File: src/rtl/log_scale_mul_pkg.sv
`default_nettype none
// ============================================================================
//  Module   : log_mul_pkg
//  Purpose  : Shared types, widths and helpers for the log-domain fp16 multiplier.
//  Revision : 1.0 - initial release
// ============================================================================
package log_mul_pkg;

    localparam int FLOAT_LEN = 16;
    localparam int EXP_LEN   = 5;
    localparam int MANT_LEN  = 10;
    localparam int LUT_SIZE  = 128;
    localparam int LUT_AW    = 7;
    localparam int BIAS      = 15;
    localparam int INT_LEN   = 7;
    localparam int FIX_LEN   = INT_LEN + MANT_LEN;
    localparam int ESUM_LEN  = 9;

    typedef struct packed {
        logic                sign;
        logic [EXP_LEN-1:0]  exp;
        logic [MANT_LEN-1:0] mant;
    } fp16_t;

    typedef enum logic [1:0] {
        SPC_NONE = 2'd0,
        SPC_ZERO = 2'd1,
        SPC_INF  = 2'd2,
        SPC_NAN  = 2'd3
    } spc_e;

    localparam logic [EXP_LEN-1:0]  c_exp_inf   = 5'h1f;
    localparam logic [MANT_LEN-1:0] c_qnan_mant = 10'h200;

    function automatic logic is_special(input fp16_t x);
        return (x.exp == '0) || (x.exp == c_exp_inf);
    endfunction

    // Round a 10-bit fraction to a 7-bit LUT index; bit 7 is the carry-out.
    function automatic logic [LUT_AW:0] round_idx(input logic [MANT_LEN-1:0] f);
        return {1'b0, f[MANT_LEN-1:3]} + {{LUT_AW{1'b0}}, f[2]};
    endfunction

endpackage
`default_nettype wire

File: src/rtl/log_scale_mul_lut_ram.sv
`default_nettype none
// ============================================================================
//  Module   : log_lut_ram
//  Purpose  : Serially loaded register-file LUT, sync write / async multi-port read.
//  Revision : 1.0 - initial release
// ============================================================================
module log_lut_ram #(
    parameter int W        = 10,
    parameter int RD_PORTS = 1,
    parameter int DEPTH    = 128,
    parameter int AW       = 7
) (
    input  logic                          clk,
    input  logic                          rst,
    input  logic                          i_wr_en,
    input  logic [W-1:0]                  i_wr_data,
    input  logic [RD_PORTS-1:0][AW-1:0]   i_rd_addr,
    output logic [RD_PORTS-1:0][W-1:0]    o_rd_data
);

    logic [W-1:0]  r_mem_q [DEPTH];
    logic [AW-1:0] r_wr_addr_q;
    logic [AW-1:0] w_wr_addr_d;

    always_comb begin
        w_wr_addr_d = r_wr_addr_q;
        if (i_wr_en) begin
            w_wr_addr_d = r_wr_addr_q + 1'b1;
        end
    end

    always_ff @(posedge clk) begin
        if (rst) begin
            r_wr_addr_q <= '0;
        end else begin
            r_wr_addr_q <= w_wr_addr_d;
        end
    end

    // Contents survive reset; a write coinciding with reset is dropped.
    always_ff @(posedge clk) begin
        if (!rst && i_wr_en) begin
            r_mem_q[r_wr_addr_q] <= i_wr_data;
        end
    end

    always_comb begin
        for (int p = 0; p < RD_PORTS; p++) begin
            o_rd_data[p] = r_mem_q[i_rd_addr[p]];
        end
    end

endmodule
`default_nettype wire

File: src/rtl/log_scale_mul.sv
`default_nettype none
// ============================================================================
//  Module   : log_scale_mul
//  Purpose  : Two-stage fp16 multiplier: log2 add in stage 1, exp2 back in stage 2.
//  Revision : 1.0 - initial release
// ============================================================================
module log_scale_mul
    import log_mul_pkg::*;
(
    input  logic                 clk,
    input  logic                 rst,
    input  logic [FLOAT_LEN-1:0] a,
    input  logic [FLOAT_LEN-1:0] b,
    input  logic                 lut_wr_en,
    input  logic [MANT_LEN-1:0]  log2_lut_data_in,
    input  logic [FLOAT_LEN-1:0] exp2_lut_data_in,
    output logic [FLOAT_LEN-1:0] result
);

    fp16_t                       w_a;
    fp16_t                       w_b;
    logic [LUT_AW:0]             w_a_idx_rnd;
    logic [LUT_AW:0]             w_b_idx_rnd;
    logic [1:0][LUT_AW-1:0]      w_log_addr;
    logic [1:0][MANT_LEN-1:0]    w_log_frac;
    logic [INT_LEN-1:0]          w_a_int;
    logic [INT_LEN-1:0]          w_b_int;
    logic                        w_a_nan, w_b_nan, w_a_inf, w_b_inf, w_a_zero, w_b_zero;

    logic                        w_sign_d,  r_sign_q;
    logic [FIX_LEN-1:0]          w_sum_d,   r_sum_q;
    spc_e                        w_kind_d,  r_kind_q;

    logic [LUT_AW:0]             w_fidx_rnd;
    logic [FLOAT_LEN-1:0]        w_e2;
    logic [ESUM_LEN-1:0]         w_exp_sum;
    fp16_t                       w_result_d;
    logic [FLOAT_LEN-1:0]        r_result_q;
    logic                        w_unused_e2_sign;

    assign w_a = a;
    assign w_b = b;

    // ---------------- stage 1: log2 of each operand and their sum ----------------
    assign w_a_idx_rnd = round_idx(w_a.mant);
    assign w_b_idx_rnd = round_idx(w_b.mant);
    assign w_log_addr  = {w_b_idx_rnd[LUT_AW-1:0], w_a_idx_rnd[LUT_AW-1:0]};

    assign w_a_int = {2'b00, w_a.exp} - INT_LEN'(BIAS) + INT_LEN'(w_a_idx_rnd[LUT_AW]);
    assign w_b_int = {2'b00, w_b.exp} - INT_LEN'(BIAS) + INT_LEN'(w_b_idx_rnd[LUT_AW]);

    // Two's-complement {int, frac} words add directly; frac carry lands in int.
    assign w_sum_d  = {w_a_int, w_log_frac[0]} + {w_b_int, w_log_frac[1]};
    assign w_sign_d = w_a.sign ^ w_b.sign;

    assign w_a_nan  = (w_a.exp == c_exp_inf) && (w_a.mant != '0);
    assign w_b_nan  = (w_b.exp == c_exp_inf) && (w_b.mant != '0);
    assign w_a_inf  = (w_a.exp == c_exp_inf) && (w_a.mant == '0);
    assign w_b_inf  = (w_b.exp == c_exp_inf) && (w_b.mant == '0);
    assign w_a_zero = (w_a.exp == '0);
    assign w_b_zero = (w_b.exp == '0);

    always_comb begin
        w_kind_d = SPC_NONE;
        if (is_special(w_a) || is_special(w_b)) begin
            if (w_a_nan || w_b_nan || (w_a_inf && w_b_zero) || (w_b_inf && w_a_zero)) begin
                w_kind_d = SPC_NAN;
            end else if (w_a_inf || w_b_inf) begin
                w_kind_d = SPC_INF;
            end else begin
                w_kind_d = SPC_ZERO;
            end
        end
    end

    log_lut_ram #(
        .W        (MANT_LEN),
        .RD_PORTS (2),
        .DEPTH    (LUT_SIZE),
        .AW       (LUT_AW)
    ) u_log2_lut (
        .clk       (clk),
        .rst       (rst),
        .i_wr_en   (lut_wr_en),
        .i_wr_data (log2_lut_data_in),
        .i_rd_addr (w_log_addr),
        .o_rd_data (w_log_frac)
    );

    always_ff @(posedge clk) begin
        if (rst) begin
            r_sign_q <= 1'b0;
            r_sum_q  <= '0;
            r_kind_q <= SPC_NONE;
        end else begin
            r_sign_q <= w_sign_d;
            r_sum_q  <= w_sum_d;
            r_kind_q <= w_kind_d;
        end
    end

    // ---------------- stage 2: exp2 of the sum back to fp16 ----------------
    assign w_fidx_rnd = round_idx(r_sum_q[MANT_LEN-1:0]);

    log_lut_ram #(
        .W        (FLOAT_LEN),
        .RD_PORTS (1),
        .DEPTH    (LUT_SIZE),
        .AW       (LUT_AW)
    ) u_exp2_lut (
        .clk       (clk),
        .rst       (rst),
        .i_wr_en   (lut_wr_en),
        .i_wr_data (exp2_lut_data_in),
        .i_rd_addr (w_fidx_rnd[LUT_AW-1:0]),
        .o_rd_data (w_e2)
    );

    assign w_unused_e2_sign = w_e2[FLOAT_LEN-1];

    assign w_exp_sum = {4'd0, w_e2[FLOAT_LEN-2:MANT_LEN]}
                     + {{2{r_sum_q[FIX_LEN-1]}}, r_sum_q[FIX_LEN-1:MANT_LEN]}
                     + ESUM_LEN'(w_fidx_rnd[LUT_AW]);

    always_comb begin
        w_result_d.sign = r_sign_q;
        w_result_d.exp  = w_exp_sum[EXP_LEN-1:0];
        w_result_d.mant = w_e2[MANT_LEN-1:0];
        case (r_kind_q)
            SPC_NAN: begin
                w_result_d.exp  = c_exp_inf;
                w_result_d.mant = c_qnan_mant;
            end
            SPC_INF: begin
                w_result_d.exp  = c_exp_inf;
                w_result_d.mant = '0;
            end
            SPC_ZERO: begin
                w_result_d.exp  = '0;
                w_result_d.mant = '0;
            end
            default: begin
                // Negative or zero biased exponent underflows; no subnormal outputs.
                if (w_exp_sum[ESUM_LEN-1] || (w_exp_sum == '0)) begin
                    w_result_d.exp  = '0;
                    w_result_d.mant = '0;
                end else if (w_exp_sum >= ESUM_LEN'(31)) begin
                    w_result_d.exp  = c_exp_inf;
                    w_result_d.mant = '0;
                end
            end
        endcase
    end

    always_ff @(posedge clk) begin
        if (rst) begin
            r_result_q <= '0;
        end else begin
            r_result_q <= w_result_d;
        end
    end

    assign result = r_result_q;

endmodule
`default_nettype wire

File: config.mk
export PLATFORM = sky130hd
export DESIGN_NAME = log_scale_mul
export DESIGN_NICKNAME = d
export VERILOG_FILES = /design/src/rtl/log_scale_mul_pkg.sv /design/src/rtl/log_scale_mul_lut_ram.sv /design/src/rtl/log_scale_mul.sv
export SDC_FILE = /design/constraint.sdc
export NUM_CORES = 2
export LEC_CHECK = 0
export CORE_MARGIN = 8
export CORE_UTILIZATION = 63
export CTS_CLUSTER_DIAMETER = 60
export DETAILED_ROUTE_END_ITERATION = 10
export HOLD_SLACK_MARGIN = 0.12
export PLACE_DENSITY = 0.77
export RECOVER_POWER = 25
export SLEW_MARGIN = 20
export SYNTH_ARGS = -nofsm -noshare
export SYNTH_HDL_FRONTEND = slang
export SYNTH_SLANG_ARGS = --single-unit
File: constraint.sdc
create_clock -name clk -period 7.75 [get_ports clk]
set_input_delay 1.55 -clock clk [delete_from_list [all_inputs] [get_ports clk]]
set_output_delay 1.55 -clock clk [all_outputs]
set_load 0.01 [all_outputs]
==> metrics.yaml <==
run_status:
  status: "finished with violations"
  violations: "capacitance limit, slew limit"
worst_setup_path:
  reg2reg_from: "r_sum_q[3]"
  cpPeakStageDelay_ns: 0.66
  rr_worst_depth: 19
  cpMostUsedCell: "mux4_2"
  crit_arrival_ns: 7.63
  end_kind: "flip-flop"
  crit_type: "flip-flop to flip-flop"
  cp.required_ns: 8.58
  critPathMaxFanout: 37
  critPathLaunchType: "flip-flop"
  path_cells: "ha_4 -> buf_12 -> buf_4 -> mux4_2 -> mux4_2 -> mux4_2 -> mux2i_1 -> fa_1 -> inv_1 -> fa_1 -> a21o_1 -> a21oi_1 -> o21ai_0 -> a2111oi_0 -> o31ai_1 -> o311a_1 -> nand2_1 -> or2_2 -> nor2_1"
  rrSetupSlack_ns: 0.95
  cpMaxStageDelayCell: "a2111oi_0"
  rr_endpoint: "result[4]"
cts:
  cts.repair.resized: 0
  cts_root_buffer: "clkbuf_16"
  cts_setup_buffers: 0
  cts_buffer_depth: 4
  hold_buffers: 0
  clk_pin_slew_ns: 0.06
  cts_sinks: 3248
  numCtsBuffers: 340
  clkLatencyLatePin_ns: 0.97
  cts_tree: "yes"
  htree_levels: 5
yosys:
  synth_top_family_by_area: "multiplexers"
  avgSynthCellArea_sq_um: 23.08
  syn_nets: 6001
  synth_cell_type_count: 68
  synthSimpleGateAreaFrac_pct: 1.765
  ys_ff_latch: 3248
  synth.yosys.seq_area_share_pct: 71.28
  synthFlopType: "edfxtp_1"
  ys_top_cells_by_area: "edfxtp_1 71%, mux4_2 24%, nor2_1 0.92%"
  synthMuxAreaShare_pct: 24.46
  yosysWarnings: 0
  post-synth-top-area-fraction_pct: 70.58
  syn_area_sq_um: 136200
  synth_edf_count: 3200
  async_flop_share_pct: 0
  synth_compound_area_share_pct: 0.5413
  synth_area_leader_cell: "edfxtp_1"
  syn_inst: 5899
  synth_xor_area_share_pct: 0.3639
  synthAdderAreaFrac_pct: 0.3952
sta:
  worstMarginPinSlew_ns: 5.892
  setup_tns_ns: 0
  drv_slew: 1737
  setup_viol: 0
  hold_viol_final: 0
  layout_min_cycle_time_ns: 6.800
  fmax_mhz: 147.1
  fin_crit_sh_pct: 87.75
  rsz0062_at_grt: "false"
  clock_skew_ns: 0.06412
  slew_headroom_pct: -292.8
die:
  start_util_pct: 63.38
  die_h_microns: 480.9
  ios: 77
  die-area_sq_um: 231200
  die_x_microns: 480.9
  std_cell_rows: 170
  core_sq_um: 214800
layout:
  drive_gt1_share_pct: 36.48
  syn_to_final_growth_pct: 12.69
  final_nets: 6464
  layout.cells.non_filler: 9460
  nFillCells: 11760
flow_run:
  max-cap-violations: 25
global_routing:
  antenna_found_initial: 32
  globalRouteOverflowTotal: 0
  grt_max_degree: 129
  grt_pass1_wl_mm: 510.7
  grt_pass1_vias: 71420
  grt_usage_pct: 30.90
placement:
  dp_cells: 8857
  dp_hpwl_mm: 208.8
  port-buffer-count: 75
  place.gp.congestion: 0.9134
route:
  dr.first_iter.drc_count: 10890
  drt-vias-per-instance: 7.405
  wl_per_cell_microns: 37.65
  dr.pass1.iters: 9
  ant_nets: 0
  num_vias: 70050
  drt_wl_total_mm: 356.1
  drc: 0
hold_path:
  hold_class: "flip-flop to flip-flop"
  whs_path_depth: 1
  min_to: "result[15]"
  hp-start: "r_sign_q"
power_and_ir_drop:
  powerDensity_nw_per_um2: 319.0
  power.leakage_uw: 0.04781
  peakVddDrop_mv: 0.2960
## sequential cells by signal, summed over array words and instances (netlist names)
register	count
r_sign_q	1
result	16
r_sum_q	15
u_exp2_lut.r_wr_addr_q	7
u_log2_lut.r_wr_addr_q	7
u_exp2_lut.r_mem_q	1920
u_log2_lut.r_mem_q	1280
r_kind_q	2
## kinds of logic (layout without fill, tap and decap cells)
group	count (synthesis)	after routing
flops	3248	3248
mux	1502	1502
simple gates	543	543
buf+inv	405	1115
compound gates	105	105
xor+xnor	54	54
fa+ha+maj	42	42
other cells	0	13
## cells in the mapped netlist, types with 12 or more instances
| master | n |
|---|---|
| ha_1 | 39 |
| clkbuf_1 | 232 |
| nand2_1 | 60 |
| buf_2 | 61 |
| mux4_2 | 1457 |
| nor2b_1 | 26 |
| nor2_1 | 332 |
| a21oi_1 | 30 |
| xnor2_1 | 26 |
| inv_1 | 25 |
| nor3_1 | 12 |
| mux2_2 | 25 |
| xor2_1 | 25 |
| buf_1 | 83 |
| o21ai_0 | 17 |
| edfxtp_1 | 3200 |
| nand3_1 | 39 |
| nand4_1 | 16 |
| dfxtp_1 | 48 |
| mux2i_1 | 18 |
## worst max-delay path, delay by kind of cell (launching register included)
family / cells / cell delay [ns]
fa+ha+maj: 3 / 1.24
flops: 1 / 0.33
mux: 4 / 1.85
buf+inv: 3 / 0.76
simple gates: 3 / 0.66
compound gates: 6 / 1.85
## worst max-delay path by stage
stage,startpoint,to,slack [ns]
6_report,r_sum_q[3],result[4],0.95
5_1_grt,r_sum_q[3],result[9],0.53
4_1_cts,r_sum_q[3],result[4],0.95
3_5_place_dp,a[2],r_sum_q[11],0.22
3_3_place_gp,a[2],r_sum_q[11],0.07
2_1_floorplan,b[2],r_sum_q[11],0.76
## cells in the final DEF, fill, tap and decap left out, types with 16 or more instances in the layout
cell type | synthesis | routed
buf_4 | 2 | 363
xnor2_1 | 26 | 22
nand3_1 | 39 | 39
clkbuf_16 | 0 | 347
clkdlybuf4s50_1 | 0 | 49
mux4_2 | 1457 | 1457
inv_1 | 25 | 25
bufinv_16 | 0 | 23
clkinv_1 | 0 | 66
buf_12 | 0 | 56
dfxtp_1 | 48 | 48
edfxtp_1 | 3200 | 3200
nand2_1 | 60 | 60
nand4_1 | 16 | 16
mux2_2 | 25 | 25
a21oi_1 | 30 | 30
nor2_1 | 332 | 319
ha_1 | 39 | 33
clkinv_2 | 0 | 48
xor2_1 | 25 | 17
nor2b_1 | 26 | 26
clkbuf_1 | 232 | 107
o21ai_0 | 17 | 17
mux2i_1 | 18 | 18
## per-stage QoR
step	area [sq um]	total power [uW]	worst slack (ns)	hold slack, ns	util, %
6_report	153400	48940	0.9497	0.4430	71.42
5_1_grt	153400	50290	0.5287	0.4614	71.41
4_1_cts	153500	49040	0.9514	0.4468	71.46
3_5_place_dp	143100	33450	0.2167	0.4269	66.61
3_3_place_gp	143100	33230	0.06951	0.4219	66.59
2_1_floorplan	136200	28820	0.7610	0.4138	-
## final cells by class
cell class                      instances  area [sq um]  area share (%)
Multi-Input combinational cell       2246         37810           24.65
Timing Repair Buffer                  501          4461           2.907
Tap cell                             2838          3551           2.314
Clock buffer                          425          9016           5.877
Sequential cell                      3248         97050           63.26
Inverter                               25         93.84         0.06116
Antenna cell                           13         32.53         0.02120
Clock inverter                        164          1406          0.9166
## layer usage
| layer | up-vias | GRT usage [%] | wire length (microns) |
|---|---|---|---|
| li1 | 26620 | - | - |
| met1 | 37220 | 43.24 | 126700 |
| met2 | 5345 | 48.19 | 170200 |
| met3 | 850 | 8.029 | 44180 |
| met4 | 14 | 11.25 | 14930 |
| met5 | - | 0 | 92 |
## report_power, final
group          leakage (uW)  internal [uW]  switching (uW)
clock network       0.00508           8980            6630
logic                0.0136           6690            7210
registers            0.0292          19400            54.5
Note: power is estimated with default switching activity, not from simulation.
